==> config.mk <==
export PLATFORM = sky130hd
export DESIGN_NAME = bru_issue_queue
export DESIGN_NICKNAME = d
export VERILOG_FILES = /design/src/rtl/bru_issue_queue.sv
export SDC_FILE = /design/constraint.sdc
export NUM_CORES = 2
export LEC_CHECK = 0
export CAP_MARGIN = 10
export CORE_AREA = 2 2 348 350
export CTS_CLUSTER_DIAMETER = 80
export DETAILED_ROUTE_END_ITERATION = 10
export DIE_AREA = 0 0 350 352
export PLACE_DENSITY = 0.51
export REMOVE_ABC_BUFFERS = 1
export SLEW_MARGIN = 15
export SYNTH_ARGS = -nofsm -noshare
export SYNTH_HDL_FRONTEND = slang
export SYNTH_SLANG_ARGS = --single-unit
==> constraint.sdc <==
create_clock -name clk -period 11.4 [get_ports clk]
set_clock_uncertainty 0.1 [all_clocks]
set_input_delay 2.28 -clock clk [delete_from_list [all_inputs] [get_ports clk]]
set_output_delay 2.28 -clock clk [all_outputs]
set_load 0.02 [all_outputs]
==> src/rtl/bru_issue_queue.sv <==
// Collapsing issue queue for the branch unit: holds ops until both sources are ready, then issues the oldest ready one.
// Optional macro BRU_IQ_INORDER_EN restricts issue to the head entry only (in-order branch resolution).
module bru_issue_queue #(
  parameter int DEPTH      = 4,
  parameter int PREG_W     = 6,
  parameter int PAYLOAD_W  = 128,
  parameter int WAKE_PORTS = 3
) (
  input  logic                         clk,
  input  logic                         reset,
  input  logic                         flush,
  input  logic                         dispatch_valid,
  output logic                         dispatch_ready,
  input  logic [PREG_W-1:0]            dispatch_src1,
  input  logic                         dispatch_src1_rdy,
  input  logic [PREG_W-1:0]            dispatch_src2,
  input  logic                         dispatch_src2_rdy,
  input  logic [PAYLOAD_W-1:0]         dispatch_payload,
  input  logic [WAKE_PORTS-1:0]        wake_valid,
  input  logic [WAKE_PORTS*PREG_W-1:0] wake_tag,
  output logic                         issue_to_bru_valid,
  input  logic                         bru_allowin,
  output logic [PAYLOAD_W-1:0]         issue_payload,
  output logic [$clog2(DEPTH+1)-1:0]   count
);

  localparam int CNT_W = $clog2(DEPTH + 1);
  localparam int IDX_W = (DEPTH > 1) ? $clog2(DEPTH) : 1;

  logic [DEPTH-1:0]     ent_valid, ent_r1, ent_r2;
  logic [PREG_W-1:0]    ent_s1  [DEPTH];
  logic [PREG_W-1:0]    ent_s2  [DEPTH];
  logic [PAYLOAD_W-1:0] ent_pay [DEPTH];

  logic [DEPTH-1:0]     n_valid, n_r1, n_r2;
  logic [PREG_W-1:0]    n_s1  [DEPTH];
  logic [PREG_W-1:0]    n_s2  [DEPTH];
  logic [PAYLOAD_W-1:0] n_pay [DEPTH];
  logic [CNT_W-1:0]     n_count;

  logic [DEPTH-1:0] ready_vec;
  logic             sel_found;
  logic [IDX_W-1:0] sel_idx;
  logic             issue_fire;
  logic             dispatch_fire;
  logic [CNT_W-1:0] wr_idx;

  function automatic logic wake_hit(input logic [PREG_W-1:0] tag,
                                    input logic [WAKE_PORTS-1:0] wv,
                                    input logic [WAKE_PORTS*PREG_W-1:0] wt);
    logic hit;
    hit = 1'b0;
    for (int p = 0; p < WAKE_PORTS; p++) begin
      if (wv[p] && (wt[p*PREG_W +: PREG_W] == tag)) hit = 1'b1;
    end
    return hit;
  endfunction

  assign ready_vec      = ent_valid & ent_r1 & ent_r2;
  assign dispatch_ready = (count < CNT_W'(DEPTH));

  always_comb begin
    sel_found = 1'b0;
    sel_idx   = '0;
`ifdef BRU_IQ_INORDER_EN
    sel_found = ready_vec[0];
`else
    for (int i = DEPTH - 1; i >= 0; i--) begin
      if (ready_vec[i]) begin
        sel_found = 1'b1;
        sel_idx   = IDX_W'(i);
      end
    end
`endif
  end

  assign issue_to_bru_valid = sel_found && !flush;
  assign issue_payload      = sel_found ? ent_pay[sel_idx] : '0;
  assign issue_fire         = issue_to_bru_valid && bru_allowin;
  assign dispatch_fire      = dispatch_valid && dispatch_ready && !flush;
  assign wr_idx             = count - CNT_W'(issue_fire);

  // Collapse above the issued slot, then apply wakeups, then append the dispatched op.
  always_comb begin
    n_valid = '0;
    n_r1    = '0;
    n_r2    = '0;
    n_count = count;
    for (int i = 0; i < DEPTH; i++) begin
      int j;
      j = (issue_fire && (IDX_W'(i) >= sel_idx)) ? i + 1 : i;
      n_s1[i]  = '0;
      n_s2[i]  = '0;
      n_pay[i] = '0;
      if (j < DEPTH) begin
        n_valid[i] = ent_valid[IDX_W'(j)];
        n_r1[i]    = ent_r1[IDX_W'(j)];
        n_r2[i]    = ent_r2[IDX_W'(j)];
        n_s1[i]    = ent_s1[IDX_W'(j)];
        n_s2[i]    = ent_s2[IDX_W'(j)];
        n_pay[i]   = ent_pay[IDX_W'(j)];
      end
      if (n_valid[i]) begin
        n_r1[i] = n_r1[i] | wake_hit(n_s1[i], wake_valid, wake_tag);
        n_r2[i] = n_r2[i] | wake_hit(n_s2[i], wake_valid, wake_tag);
      end
      if (dispatch_fire && (CNT_W'(i) == wr_idx)) begin
        n_valid[i] = 1'b1;
        n_s1[i]    = dispatch_src1;
        n_s2[i]    = dispatch_src2;
        n_r1[i]    = dispatch_src1_rdy | wake_hit(dispatch_src1, wake_valid, wake_tag);
        n_r2[i]    = dispatch_src2_rdy | wake_hit(dispatch_src2, wake_valid, wake_tag);
        n_pay[i]   = dispatch_payload;
      end
    end
    n_count = count + CNT_W'(dispatch_fire) - CNT_W'(issue_fire);
    if (flush) begin
      n_valid = '0;
      n_count = '0;
    end
  end

  always_ff @(posedge clk) begin
    if (reset) begin
      ent_valid <= '0;
      ent_r1    <= '0;
      ent_r2    <= '0;
      count     <= '0;
      for (int i = 0; i < DEPTH; i++) begin
        ent_s1[i]  <= '0;
        ent_s2[i]  <= '0;
        ent_pay[i] <= '0;
      end
    end else begin
      ent_valid <= n_valid;
      ent_r1    <= n_r1;
      ent_r2    <= n_r2;
      count     <= n_count;
      for (int i = 0; i < DEPTH; i++) begin
        ent_s1[i]  <= n_s1[i];
        ent_s2[i]  <= n_s2[i];
        ent_pay[i] <= n_pay[i];
      end
    end
  end

`ifndef SYNTHESIS
  logic [DEPTH-1:0] contig_mask;
  always_comb begin
    contig_mask = '0;
    for (int i = 0; i < DEPTH; i++) contig_mask[i] = (CNT_W'(i) < count);
  end

  always_ff @(posedge clk) begin
    if (!reset) begin
      assert (count <= CNT_W'(DEPTH));
      assert (!(dispatch_valid && dispatch_ready && (count == CNT_W'(DEPTH))));
      assert (ent_valid == contig_mask);
    end
  end
`endif

endmodule
==> out/results.ini <==
[sta]
min_period_ns = 8.05
finalSetupTns_ns = 0
slew_headroom = 0.186
final_hold_viol_count = 0
finalMaxSlewViolations = 0
worst_slack_ns = 3.35
max_freq_ghz = 0.124
setup_violations = 0
worst-slew-pin-transition_ns = 1.21
rsz0062_at_grt = no
min_period_over_period = 0.707

[cts]
cts_root_buf = clkbuf_16
path_clk_slew_ns = 0.06
cts_tree = built
postCtsHoldBufs = 0
h-tree-depth = 3
post_cts_buffers = 0
cts_resized = 0
cts.sinks = 575
cts_max_path_buffers = 3
cts_buffers = 76
clock_latency_ns = 0.63

[synthesis]
ys_seq_elements = 575
synthFlopType = dfxtp_1
yosysTopAreaCell = dfxtp_1
post_synth_num_cell_types = 69
synth_top_area_frac = 0.388
synth_area_leaders = dfxtp_1 (39%), mux4_2 (9.7%), a311oi_1 (7.6%)
syn_area_per_cell_um2 = 8.74
yosysWarnings = 0
syn_inst = 3392
seq_area_frac_synth = 0.388
netlist_area_um2 = 29700
async_flop_share = 0
synth-edff-count = 0

[setup_path]
path_class = flop to primary output
required_ns = 9.02
cp-end-kind = primary output
path_cells = nand3_1, nand2_1, a21oi_4, buf_12, buf_4, mux4_2, and2_1, clkdlybuf4s50_1
worst_path_largest_cell_delay_ns = 0.85
cp_max_fo = 89
start_kind = flop
crit_slowest_cell = buf_4
cp.arrival_ns = 5.67

[layout]
final_nets = 3631
fillCellCount = 12523
drive_above_1_share = 0.0885
syn_to_final_growth_pct = 22.3

[die]
die_w_um = 350
std_cell_rows = 127
die_area_um2 = 123000
die_h_um = 352
ios = 301
core_area_um2 = 119000
initial_core_util = 0.248

[grt]
grt_max_degree = 183
track_usage = 0.164
grt-ovfl-total = 0
grt_pass1_vias = 25972
antenna_found_initial = 6
grt_pass1_wl_um = 160000

[drt]
via_per_inst = 5.17
totalWireLength_um = 104000
vias = 26540
drt_iter0_drc = 2220
wl_per_cell_um = 20.2
postRouteAntennaNets = 0
post-route-drc-count = 0
dr.pass1.iters = 5

[placement]
port_buffers = 300
gp_congestion = 0.824
hpwl_um = 58600
pre_cts_ws_ns = 3.40

[power_and_ir_drop]
ir_drop_v = 0.0000776
leakagePower_nw = 12.4
powerDensity_nw_per_um2 = 135

[run_status]
status = complete, no violations

[min_path]
hold_class = flop to flop

[flow_run]
cap_violations = 0

## routing by layer
metal,vias to the layer above,global-route usage,routed length (um)
met1,13157,0.230,47800
met4,4,0.0404,1970
li1,12389,-,-
met3,142,0.0274,6380
met2,848,0.261,47700
met5,-,0,27
## state kept, by name, summed over array words and instances (netlist names)
register,count
ent_s2,24
ent_valid,4
ent_r1,4
count,3
ent_s1,24
ent_pay,512
ent_r2,4
## worst paths after layout
check | cells after the start | start | slack, ns | endpoint
worst max-delay path | 8 | ent_r1[0] | 3.35 | issue_payload[42]
worst max register to register | 14 | ent_r1[0] | 5.23 | ent_pay[2][46]
worst min-delay path | 2 | ent_pay[1][68] | 0.37 | ent_pay[0][68]
worst min register to register | 2 | ent_pay[1][68] | 0.37 | ent_pay[0][68]
## where the power goes
group | leakage, nW | switching [mW] | internal (mW) | total, mW
registers | 4.66 | 0.0231 | 2.06 | 2.08
clock network | 1.27 | 0.976 | 1.51 | 2.49
logic | 6.43 | 0.190 | 0.152 | 0.343
total | 12.4 | 1.19 | 3.72 | 4.91
## area by class of cell
class,instances,area (um2),area share
multi-input cells,2444,16700,0.460
flip-flops and latches,575,11500,0.317
repair buffers,340,3400,0.0936
clock buffers,116,2310,0.0636
well taps,1612,2020,0.0556
clock inverters,20,282,0.00776
inverters,21,78.8,0.00217
diodes,1,2.50,0.0000690
## synthesized netlist by cell type (all sizes together) (7+ instances only)
library cell and instances:
inv 21, xnor2 57, nor4 14, a221oi 8, nand2 536, clkbuf 226
nand4 12, and3 14, mux4 128, a22oi 143, o21ai 25, xor2 43
o22ai 7, dfxtp 575, mux2i 146, a211oi 166, and2 150, a21oi 28
nor3 15, a311oi 257, nor2 578, buf 126, nand3 36
## worst max-delay path, delay by kind of cell (launching register included)
| kind | cells | cell delay [ns] |
|---|---|---|
| mux | 1 | 0.59 |
| buf+inv | 3 | 2.04 |
| simple gates | 3 | 1.63 |
| flops | 1 | 0.32 |
| compound gates | 1 | 0.37 |
## cell families after synthesis
kind of cell | after synthesis | share of synthesized area
buffers and inverters | 373 | 0.0530
DFF | 575 | 0.388
muxes | 275 | 0.147
and+or+nand+nor | 1385 | 0.198
xor gates and xnor gates | 100 | 0.0295
adders and majority gates | 5 | 0.00236
AOI/OAI and AO/OA | 679 | 0.182
## cells in the final DEF (no fill, tap or decap), drive strengths merged, types with 5 or more instances in the layout
cell type,netlist,final
a211oi,166,166
xor2,43,43
nor3,15,15
mux2i,146,146
a22oi,143,143
and3,14,14
a311oi,257,257
inv,21,27
clkinv,0,7
o22ai,7,7
clkdlybuf4s50,0,299
a221oi,8,8
nor2b,6,6
nand3,36,36
o21ai,25,25
buf,126,41
o32ai,6,6
xnor2,57,57
a41oi,5,5
bufinv,0,5
clkbuf,226,116
dfxtp,575,575
a21oi,28,28
nor2,578,578
a32o,5,5
nand2,536,536
a31oi,6,6
and2,150,150
nor4,14,14
mux4,128,128
nand4,12,12
## through the flow
stage	cell area (um2)	hold WS (ns)	util	total power, mW	cells
6_report	36300	0.373	0.304	4.91	5129
4_1_cts	36300	0.374	0.304	4.98	5128
3_5_place_dp	33700	0.369	0.282	2.46	4992
3_3_place_gp	33700	0.365	0.282	2.46	4992
2_1_floorplan	28200	0.350	-	2.28	3040
5_1_grt	36300	0.395	0.304	5.10	5128
(Power assumes the default switching activity.)
